==> config.mk <==
export PLATFORM = sky130hd
export DESIGN_NAME = fsm_multiplier_flat
export DESIGN_NICKNAME = d
export VERILOG_FILES = /design/src/rtl/fsm_mult_pkg.sv /design/src/rtl/fsm_multiplier_if.sv /design/src/rtl/fsm_mult_datapath.sv /design/src/rtl/fsm_multiplier.sv /design/src/flat_wrapper.sv
export SDC_FILE = /design/constraint.sdc
export NUM_CORES = 1
export LEC_CHECK = 0
export CORE_MARGIN = 2
export CORE_UTILIZATION = 49
export DETAILED_ROUTE_END_ITERATION = 10
export PLACE_DENSITY = 0.73
export SLEW_MARGIN = 20
export SYNTH_ARGS = -nofsm -noshare
export SYNTH_HDL_FRONTEND = slang
export SYNTH_HIERARCHICAL = 1
export SYNTH_SLANG_ARGS = --single-unit
==> constraint.sdc <==
create_clock -name clk -period 2.9 [get_ports clk]
set_input_delay 0.58 -clock clk [delete_from_list [all_inputs] [get_ports clk]]
set_output_delay 0.58 -clock clk [all_outputs]
set_load 0.02 [all_outputs]
==> src/rtl/fsm_mult_pkg.sv <==
// Shared types and constants for the shift-and-add multiplier slice.
//   state_t   : controller states (IDLE, CALC)
//   DEF_WIDTH : default operand width
//   CNT_W     : iteration counter width for DEF_WIDTH
//   cnt_width : counter width for an arbitrary operand width
`timescale 1ns/1ps
package fsm_mult_pkg;
  localparam int unsigned DEF_WIDTH = 8;
  localparam int unsigned CNT_W     = $clog2(DEF_WIDTH + 1);

  typedef enum logic {
    IDLE = 1'b0,
    CALC = 1'b1
  } state_t;

  function automatic int unsigned cnt_width(input int unsigned w);
    return $clog2(w + 1);
  endfunction
endpackage

==> src/rtl/fsm_multiplier_if.sv <==
// Operand/result bundle of the multiplier.
//   in_en  : start strobe          a, b   : unsigned operands
//   prdct  : 2*WIDTH-bit product   out_en : one-cycle result strobe
// master = requester (drives operands), slave = multiplier.
`timescale 1ns/1ps
interface fsm_multiplier_if
  import fsm_mult_pkg::*;
#(
  parameter int unsigned WIDTH = DEF_WIDTH
);
  logic               in_en;
  logic [WIDTH-1:0]   a;
  logic [WIDTH-1:0]   b;
  logic [2*WIDTH-1:0] prdct;
  logic               out_en;

  modport master (output in_en, a, b, input prdct, out_en);
  modport slave  (input in_en, a, b, output prdct, out_en);
endinterface

==> src/rtl/fsm_mult_datapath.sv <==
// Shift-and-add datapath: accumulator, shifting multiplicand and multiplier
// around a single adder.
//   clk, rst_n       : clock, async active-low reset
//   load             : capture a/b, clear accumulator
//   step             : perform one iteration
//   sum              : acc plus the current partial product (next acc value)
//   mplier_rest_zero : multiplier bits above bit 0 are all zero, i.e. the
//                      multiplier becomes zero after the current step
`timescale 1ns/1ps
module fsm_mult_datapath
  import fsm_mult_pkg::*;
#(
  parameter int unsigned WIDTH = DEF_WIDTH
) (
  input  logic               clk,
  input  logic               rst_n,
  input  logic               load,
  input  logic               step,
  input  logic [WIDTH-1:0]   a,
  input  logic [WIDTH-1:0]   b,
  output logic [2*WIDTH-1:0] sum,
  output logic               mplier_rest_zero
);
  logic [2*WIDTH-1:0] mcand;
  logic [2*WIDTH-1:0] acc;
  logic [WIDTH-1:0]   mplier;

  assign sum              = acc + (mplier[0] ? mcand : '0);
  assign mplier_rest_zero = ((mplier >> 1) == '0);

  always_ff @(posedge clk or negedge rst_n) begin
    if (!rst_n) begin
      mcand  <= '0;
      acc    <= '0;
      mplier <= '0;
    end else if (load) begin
      mcand  <= {{WIDTH{1'b0}}, a};
      acc    <= '0;
      mplier <= b;
    end else if (step) begin
      acc    <= sum;
      mcand  <= mcand << 1;
      mplier <= mplier >> 1;
    end
  end
endmodule

==> src/rtl/fsm_multiplier.sv <==
// Sequential unsigned multiplier: one multiplier bit per clock, single adder.
//   clk   : rising-edge clock
//   rst   : asynchronous active-low reset (aborts any job in flight)
//   bus   : fsm_multiplier_if.slave (in_en, a, b in; prdct, out_en out)
// Optional feature macro FSM_MULT_EARLY_TERM_EN: finish as soon as the
// remaining multiplier bits are zero instead of after WIDTH iterations.
`timescale 1ns/1ps
module fsm_multiplier
  import fsm_mult_pkg::*;
#(
  parameter int unsigned WIDTH = DEF_WIDTH
) (
  input  logic               clk,
  input  logic               rst,
  fsm_multiplier_if.slave    bus
);
  localparam int unsigned CW = cnt_width(WIDTH);

  state_t             state;
  state_t             state_next;
  logic [CW-1:0]      cnt;
  logic               load;
  logic               step;
  logic               done;
  logic               last_iter;
  logic [2*WIDTH-1:0] sum;
  logic               mplier_rest_zero;

  fsm_mult_datapath #(.WIDTH(WIDTH)) u_datapath (
    .clk              (clk),
    .rst_n            (rst),
    .load             (load),
    .step             (step),
    .a                (bus.a),
    .b                (bus.b),
    .sum              (sum),
    .mplier_rest_zero (mplier_rest_zero)
  );

  // cnt holds the number of completed iterations, so the WIDTH-th
  // iteration is the one taken while cnt == WIDTH-1.
`ifdef FSM_MULT_EARLY_TERM_EN
  assign last_iter = (cnt == CW'(WIDTH - 1)) || mplier_rest_zero;
`else
  assign last_iter = (cnt == CW'(WIDTH - 1));
`endif

  always_ff @(posedge clk or negedge rst) begin
    if (!rst) state <= IDLE;
    else      state <= state_next;
  end

  always_comb begin
    state_next = state;
    unique case (state)
      IDLE: if (bus.in_en) state_next = CALC;
      CALC: if (last_iter) state_next = IDLE;
      default: state_next = IDLE;
    endcase
  end

  always_comb begin
    load = 1'b0;
    step = 1'b0;
    done = 1'b0;
    unique case (state)
      IDLE: load = bus.in_en;
      CALC: begin
        step = 1'b1;
        done = last_iter;
      end
      default: ;
    endcase
  end

  always_ff @(posedge clk or negedge rst) begin
    if (!rst) begin
      cnt <= '0;
    end else if (load) begin
      cnt <= '0;
    end else if (step) begin
      cnt <= cnt + 1'b1;
    end
  end

  // The final sum is taken straight from the adder so the result lands
  // on the same edge as the last iteration.
  always_ff @(posedge clk or negedge rst) begin
    if (!rst) begin
      bus.prdct  <= '0;
      bus.out_en <= 1'b0;
    end else begin
      bus.out_en <= done;
      if (done) bus.prdct <= sum;
    end
  end
endmodule

==> src/flat_wrapper.sv <==
// flat-port wrapper written by rule: the top's interface ports become plain ports
module fsm_multiplier_flat import fsm_mult_pkg::*;
#(
  parameter int unsigned WIDTH = DEF_WIDTH
)
  (clk, rst, bus_in_en, bus_a, bus_b, bus_prdct, bus_out_en);
  fsm_multiplier_if #(.WIDTH(WIDTH)) bus_i ();
  input  logic clk;
  input  logic rst;
  input wire logic [$bits(bus_i.in_en)-1:0] bus_in_en;
  input wire logic [$bits(bus_i.a)-1:0] bus_a;
  input wire logic [$bits(bus_i.b)-1:0] bus_b;
  output wire logic [$bits(bus_i.prdct)-1:0] bus_prdct;
  output wire logic [$bits(bus_i.out_en)-1:0] bus_out_en;
  assign bus_i.in_en = bus_in_en;
  assign bus_i.a = bus_a;
  assign bus_i.b = bus_b;
  assign bus_prdct = bus_i.prdct;
  assign bus_out_en = bus_i.out_en;
  fsm_multiplier #(.WIDTH(WIDTH)) u_core (.clk(clk), .rst(rst), .bus(bus_i));
endmodule
==> flow_summary.toml, run 1 <==
[run_status]
outcome = "finished clean"

[setup_path]
reg2reg_slack_ns = 0.21
rr_worst_depth = 10
slowest_delay_ns = 0.42
critPathKind = "reg2reg"
r2r-end = "u_core/bus.prdct[15]"
endpoint_kind = "register"
crit_chain = "buf_4 > and2_1 > ha_1 > a21o_1 > o21bai_1 > a221oi_1 > o21ai_1 > xor2_1 > xnor2_1 > mux2_2"
cp_slowest_cell = "dfrtp_1"
startpoint_type = "register"
required_ns = 3.13
timing.rr.start = "u_core/u_datapath/mplier[0]"
critPathArrivalTime_ns = 2.91
cp_max_fo = 12

[timing]
period_share = 0.926
holdWs_ns = 0.407
finClkSkew_ns = 0.00685
drv_slew = 0
setup_viol = 0
timing.fmax_ghz = 0.372
worst_slack_ns = 0.214
period_needed_ns = 2.69
worst_pin_slew_ns = 0.780
rsz0062_at_grt = "no"
final.setup.tns_ns = 0
relSlewSlack = 0.480
hold_violations = 0

[power]
power_density_nw_per_um2 = 1000
peakVddDrop_mv = 0.584
clkPwrFrac = 0.205
p_leak_nw = 2.10
power.share.sequential = 0.351
power_mw = 4.08
p_comb_frac = 0.444
switching_share = 0.360
internal-power_mw = 2.61
p_sw_mw = 1.47

[global_routing]
grt_max_degree = 63
grt_usage = 0.192
grt-ovfl-total = 0
grt_pass1_vias = 2309
grt_pass1_wl_mm = 11.3
antenna_found_initial = 0

[clock_network]
cts_root_buf = "clkbuf_8"
clkTransAtPathRegs_ns = 0.07
cts_tree = "built"
cts.sinks = 62
postCtsHoldBufs = 0
htreeDepth = 3
clockBufferDepth = 2
cts_buffers = 9
insertion_delay_ns = 0.34

[floorplan]
die-area_um2 = 7620
rows = 30
fp.dieH_um = 87.3
initial_core_util = 0.503
die_width_um = 87.3
core_um2 = 6760
num_io_pins = 36

[detailed_routing]
wl_per_cell_um = 15.4
ant_nets = 0
drt_iter0_markers = 129
drc = 0
firstDrtPassIters = 4
vias_per_cell = 5.51
vias = 2381
routed_wl_mm = 6.67

[final_layout]
multi_input_area_um2 = 1780
layout_common_cells = "61 x dfrtp_1, 34 x clkdlybuf4s50_1, 34 x mux2i_1"
finalInstanceArea_um2 = 4060
instances_no_fill = 432
postLayoutCoreUtil = 0.600
area_growth_pct = 19.4
fillers = 597
n_antenna_cell = 0
nets = 383
layout-drive-gt1-share = 0.136
regArea_um2 = 1550
final_common_cell = "dfrtp_1"

[logic_synthesis]
syn_area_per_cell_um2 = 11.0
syn_area_um2 = 3400
syn_inst = 310
ys_warn_count = 6
synth_fp_nets = 346

[place]
port_buffers = 35
dpl-instance-area_um2 = 3830
gp_congestion = 0.866
preCtsSetupSlack_ns = 0.126
dp_cells = 416
hpwl_mm = 4.43

[min_path]
hold_class = "in2async"

[job]
cap_violations = 0
-- power groups by stage --
stage,Combinational (mW),Clock [mW],Sequential [mW]
2_1_floorplan,1.22,0,1.52
5_1_grt,2.00,0.886,1.48
3_3_place_gp,1.77,0,1.44
3_5_place_dp,1.81,0,1.45
4_1_cts,1.82,0.857,1.44
6_report,1.81,0.838,1.43
-- per-layer routing --
metal  wire length (um)  up-vias  global-route usage
met5                  0        -                   0
met4                153        0               0.108
met3                196       12              0.0322
met2               3180       40               0.291
met1               3150     1160               0.261
li1                   -     1169                   -
-- flip-flops by register name, summed over array words and instances, names as in the netlist --
register,cells
u_core/bus.prdct,16
u_core/u_datapath/mplier,8
u_core/state,1
u_core/cnt,4
u_core/u_datapath/mcand,16
u_core/u_datapath/acc,16
u_core/bus.out_en,1
-- how the worst max path moves through the flow --
stage,depth (start not counted),endpoint,startpoint
after floorplan,10,u_core/bus.prdct[14],u_core/u_datapath/mplier[0]
after global placement,10,u_core/bus.prdct[14],u_core/u_datapath/mplier[0]
after detailed placement,10,u_core/bus.prdct[14],u_core/u_datapath/mplier[0]
after CTS,10,u_core/bus.prdct[14],u_core/u_datapath/mplier[0]
after global routing,10,u_core/bus.prdct[14],u_core/u_datapath/mplier[0]
final,10,u_core/bus.prdct[15],u_core/u_datapath/mplier[0]
-- layout make-up --
class                      count  area share
inverter                       2     0.00185
clock buffer                  12      0.0358
timing repair buffer          41      0.0993
tap                           80      0.0247
sequential                    62       0.383
clock inverter                 4      0.0173
multi-input combinational    231       0.438
-- worst max-delay path: cells and delay by family (launching register included) --
kind,cells,cell delay [ns]
AOI/OAI and AO/OA,4,0.88
xor gates and xnor gates,2,0.33
adders and majority gates,1,0.34
buffers and inverters,1,0.19
DFF,1,0.42
muxes,1,0.25
and+or+nand+nor,1,0.16
-- what timing repair did --
action,in CTS,in global routing
resized for setup,0,2
buffers inserted,0,0
endpoints found under the setup margin,0,1
Power figures use the tool's default switching activity.
==> run 2: changes to the inputs <==
--- a/config.mk
+++ b/config.mk
@@ -8,6 +8,8 @@
 export CORE_MARGIN = 2
 export CORE_UTILIZATION = 49
 export DETAILED_ROUTE_END_ITERATION = 10
+export HOLD_SLACK_MARGIN = 0.08
+export MAX_ROUTING_LAYER = met4
 export PLACE_DENSITY = 0.73
 export SLEW_MARGIN = 20
 export SYNTH_ARGS = -nofsm -noshare
==> run 2 against run 1 <==
Net effect:
- total power is 0.10% higher
- die area stayed put
- first-iteration DRC count is 39% higher
- wire length is 6.0% lower
- critical path type unchanged
- highest routed layer unchanged
==> flow_summary.toml, run 2 (same netlist as run 1, synthesis figures left out) <==
[run_status]
outcome = "finished clean"

[floorplan]
initial_core_util = 0.503
die_width_um = 87.3
die-area_um2 = 7620
fp.dieH_um = 87.3
rows = 30
num_io_pins = 36
core_um2 = 6760

[power]
p_sw_mw = 1.47
switching_share = 0.360
internal-power_mw = 2.61
power_mw = 4.08
clkPwrFrac = 0.210
power_density_nw_per_um2 = 1000
p_leak_nw = 2.10
p_comb_frac = 0.430
peakVddDrop_mv = 0.473
power.share.sequential = 0.360

[detailed_routing]
vias = 2380
vias_per_cell = 5.51
drt_iter0_markers = 179
drc = 0
routed_wl_mm = 6.27
firstDrtPassIters = 4
ant_nets = 0
wl_per_cell_um = 14.5

[clock_network]
insertion_delay_ns = 0.34
clockBufferDepth = 2
cts_buffers = 9
cts_root_buf = "clkbuf_8"
post_cts_buffers = 0
clkTransAtPathRegs_ns = 0.07
cts_tree = "built"
htreeDepth = 3
cts.sinks = 62

[timing]
final.setup.tns_ns = 0
timing.fmax_ghz = 0.363
relSlewSlack = 0.483
drv_slew = 0
worst_pin_slew_ns = 0.776
period_needed_ns = 2.75
rsz0062_at_grt = "no"
hold_violations = 0
period_share = 0.950
setup_viol = 0
finClkSkew_ns = 0.00852

[global_routing]
antenna_found_initial = 0
grt-ovfl-total = 0
grt_pass1_wl_mm = 10.9
grt_pass1_vias = 2366
grt_usage = 0.192
grt_max_degree = 63

[place]
gp_congestion = 0.890
dpl-instance-area_um2 = 3830
hpwl_mm = 4.38
port_buffers = 35

[setup_path]
critPathCapture = "u_core/bus.prdct[14]"
timing.rr.start = "u_core/u_datapath/mplier[0]"
endpoint_kind = "register"
required_ns = 3.12
critPathKind = "reg2reg"
critPathArrivalTime_ns = 2.98
reg2reg_slack_ns = 0.15
cp_max_fo = 7
r2r-end = "u_core/bus.prdct[14]"
startpoint_type = "register"
rr_worst_depth = 10
crit_start = "u_core/u_datapath/mplier[0]"

[final_layout]
finalInstanceArea_um2 = 4070
final_common_cell = "dfrtp_1"
top_regs = "u_core/bus.prdct x16, u_core/u_datapath/acc x16, u_core/u_datapath/mcand x16"
area_growth_pct = 19.7
layout-drive-gt1-share = 0.139
nets = 383
layout_common_cells = "61 x dfrtp_1, 34 x clkdlybuf4s50_1, 34 x mux2i_1"
n_antenna_cell = 0

[job]
cap_violations = 0

[min_path]
hold_class = "in2async"
## run 2: changes by cell type in the layout (fill, tap and decap cells not counted)
cell        previous run  this run
clkinv_4               0         1
fa_2                   1         0
fa_1                   0         1
clkinv_2               2         0
clkinvlp_4             0         2
inv_6                  0         1
clkbuf_1               2         0
## run 2: worst min path at each step
stage / from / to / slack [ns] / cells after the start
2_1_floorplan: rst / u_core/bus.out_en / 0.28 / 0
5_1_grt: rst / u_core/u_datapath/mplier[4] / 0.46 / 2
3_5_place_dp: u_core/bus.prdct[12] / u_core/bus.prdct[12] / 0.49 / 1
4_1_cts: rst / u_core/u_datapath/mplier[4] / 0.42 / 2
3_3_place_gp: u_core/bus.prdct[5] / u_core/bus.prdct[5] / 0.49 / 1
6_report: rst / u_core/cnt[2] / 0.40 / 2
## run 2: per-stage QoR
step	hold WS, ns	cells	setup WS [ns]	util
6_report	0.396	432	0.145	0.602
4_1_cts	0.423	432	0.113	0.602
3_5_place_dp	0.491	416	0.140	0.568
2_1_floorplan	0.284	310	0.207	-
3_3_place_gp	0.489	416	0.202	0.568
5_1_grt	0.462	432	0.0169	0.602
## run 2: critical path, stage by stage (launching register included)
cell and delay [ns]:
dfrtp_1 0.42, and2_1 0.16, ha_1 0.21, fa_1 0.42, a21o_1 0.21, a311oi_2 0.34, o21ai_2 0.12, a31oi_2 0.22
o21ai_0 0.12, xor2_1 0.15, mux2_4 0.27
## run 2: per-layer routing
metal,GRT usage,vias to the layer above,share of wire
met5,-,-,0
met4,0.0615,0,0.016
met1,0.243,1162,0.46
met2,0.289,43,0.48
met3,0.0692,11,0.037
li1,-,1164,-
## run 2: repair_timing
item                       4_1_cts  5_1_grt
hold buffers                     0        0
setup endpoints to repair        0        1
resized for setup                0        1
## run 2: final cells by class
| cell class | count | area (um^2) |
|---|---|---|
| clock buffers | 10 | 138 |
| clock inverters | 6 | 92.6 |
| fillers | 562 | 2690 |
| inverters | 2 | 7.51 |
| multi-input cells | 231 | 1780 |
| flip-flops and latches | 62 | 1550 |
| well taps | 80 | 100 |
| repair buffers | 41 | 403 |
## run 2: power by group through the flow
stage          logic, mW  clock network (mW)  registers, mW
2_1_floorplan       1.22                   0           1.52
3_3_place_gp        1.73                   0           1.47
3_5_place_dp        1.76                   0           1.49
4_1_cts             1.77               0.880           1.47
5_1_grt             1.94               0.927           1.52
6_report            1.75               0.859           1.47
==> run 3: changes to the inputs <==
--- a/config.mk
+++ b/config.mk
@@ -5,8 +5,10 @@
 export SDC_FILE = /design/constraint.sdc
 export NUM_CORES = 1
 export LEC_CHECK = 0
-export CORE_MARGIN = 2
+export CAP_MARGIN = 10
+export CORE_MARGIN = 5
 export CORE_UTILIZATION = 49
+export CTS_CLUSTER_SIZE = 14
 export DETAILED_ROUTE_END_ITERATION = 10
 export HOLD_SLACK_MARGIN = 0.08
 export MAX_ROUTING_LAYER = met4
==> run 3 against run 2 <==
Net effect:
- clock skew increased by 0.0020 ns
- core utilization shrank 0.59 points
- worst setup slack worse by 0.026 ns
- cell count rose by 0.46%
- sequential share of layout area grew 0.38 points
- sequential power barely moved
- count of clock-buffer cells in the layout did not move
- maximum frequency decreased by 0.95%
- first-iteration DRC count fell by 20%
- hold slack got worse by 0.14 ns
- die area up 14%
- largest cell class unchanged
==> flow_summary.toml, run 3 (same netlist as run 1, synthesis figures left out) <==
[clock_network]
cts_root_buf = "clkbuf_8"
cts.sinks = 62
postCtsHoldBufs = 0
cts_buffers = 9
insertion_delay_ns = 0.34
clkTransAtPathRegs_ns = 0.07
htreeDepth = 3
cts_tree = "built"
clockBufferDepth = 2
post_cts_buffers = 0
cts_resized = 0

[place]
preCtsSetupSlack_ns = 0.125
dp_cells = 418
gp_congestion = 0.911
hpwl_mm = 4.71
port_buffers = 35

[setup_path]
worstPathBufferInverterCount = 0
critPathKind = "reg2reg"
r2r-end = "u_core/bus.prdct[14]"
reg2reg_slack_ns = 0.12
rr_worst_depth = 10
cp_max_fo = 3
required_ns = 3.13
crit_chain = "and2_1 > ha_1 > fa_1 > a21o_1 > a311oi_2 > o21ai_1 > a31oi_2 > o21ai_0 > xor2_1 > mux2_4"
slowest_delay_ns = 0.42
endpoint_kind = "register"
cp_slowest_cell = "dfrtp_1"
timing.rr.start = "u_core/u_datapath/mplier[0]"
critPathArrivalTime_ns = 3.01
startpoint_type = "register"
cp_top_family = "compound AO/OA/AOI/OAI gates"

[detailed_routing]
drt_iter0_markers = 144
vias = 2388
vias_per_cell = 5.50
wl_per_cell_um = 15.2
drc = 0
ant_nets = 0
routed_wl_mm = 6.60
firstDrtPassIters = 4

[final_layout]
multi_input_area_um2 = 1770
final_common_cell = "dfrtp_1"
n_antenna_cell = 0
fillers = 567
top_regs = "u_core/bus.prdct x16, u_core/u_datapath/acc x16, u_core/u_datapath/mcand x16"
area_growth_pct = 18.6
postLayoutCoreUtil = 0.596
layout_common_cells = "61 x dfrtp_1, 34 x clkdlybuf4s50_1, 34 x mux2i_1"
regArea_um2 = 1550
nets = 385
layout-drive-gt1-share = 0.138
instances_no_fill = 434

[global_routing]
grt_pass1_wl_mm = 11.6
grt_max_degree = 37
grt_usage = 0.173
grt_pass1_vias = 2477
antenna_found_initial = 0
grt-ovfl-total = 0

[min_path]
hold_class = "in2async"

[timing]
worst_slack_ns = 0.119
finClkSkew_ns = 0.0105
rsz0062_at_grt = "no"
setup_viol = 0
hold_violations = 0
drv_slew = 0
worst_pin_slew_ns = 0.627
relSlewSlack = 0.582
period_share = 0.959
timing.fmax_ghz = 0.360
final.setup.tns_ns = 0
period_needed_ns = 2.78

[floorplan]
num_io_pins = 36
initial_core_util = 0.503
core_um2 = 6760
fp.dieH_um = 93.3
rows = 30
die_width_um = 93.3
die-area_um2 = 8700

[power]
peakVddDrop_mv = 0.422
p_leak_nw = 2.09
power_density_nw_per_um2 = 968
power_mw = 3.90

[run_status]
outcome = "finished clean"

[job]
cap_violations = 0
-- run 3: worst max path at each step --
stage                                 from              endpoint  slack [ns]  cells past startpoint
6_report       u_core/u_datapath/mplier[0]  u_core/bus.prdct[14]        0.12                     10
3_3_place_gp   u_core/u_datapath/mplier[0]  u_core/bus.prdct[14]        0.21                     10
4_1_cts        u_core/u_datapath/mplier[0]  u_core/bus.prdct[14]        0.11                     10
2_1_floorplan  u_core/u_datapath/mplier[0]  u_core/bus.prdct[14]        0.21                     10
5_1_grt        u_core/u_datapath/mplier[0]  u_core/bus.prdct[14]       0.004                     10
3_5_place_dp   u_core/u_datapath/mplier[0]  u_core/bus.prdct[14]        0.12                     10
-- run 3: metrics by stage --
| step | cell area, um^2 | hold WS (ns) |
|---|---|---|
| after global placement | 3860 | 0.491 |
| after detailed placement | 3860 | 0.497 |
| after CTS | 4030 | 0.267 |
| after global routing | 4030 | 0.295 |
| final | 4030 | 0.256 |
| after floorplan | 3400 | 0.284 |
-- run 3: worst reg2reg max path: stages, from the launching register on --
cell and delay (ns):
dfrtp_1 0.42, and2_1 0.16, ha_1 0.22, fa_1 0.41, a21o_1 0.21, a311oi_2 0.31
o21ai_1 0.17, a31oi_2 0.23, o21ai_0 0.12, xor2_1 0.15, mux2_4 0.27
-- run 3: cell type report --
class                   count  share of cell area
flip-flops and latches     62               0.385
well taps                  80              0.0248
clock buffers              10              0.0317
inverters                   2             0.00186
clock inverters             6             0.00963
repair buffers             43               0.107
multi-input cells         231               0.440
-- run 3: per-layer routing --
layer / wire length, um / global-route usage / up-vias / share of wire
met3: 224 / 0.0426 / 7 / 0.034
met5: 0 / - / - / 0
met2: 3190 / 0.264 / 40 / 0.48
met4: 86 / 0.0684 / 0 / 0.013
met1: 3100 / 0.223 / 1164 / 0.47
li1: - / - / 1177 / -
-- run 3: power by group --
group	switching [mW]	total (mW)	internal [mW]
Sequential	0.228	1.44	1.21
Combinational	0.908	1.81	0.903
Clock	0.343	0.649	0.306
Total	1.48	3.90	2.42
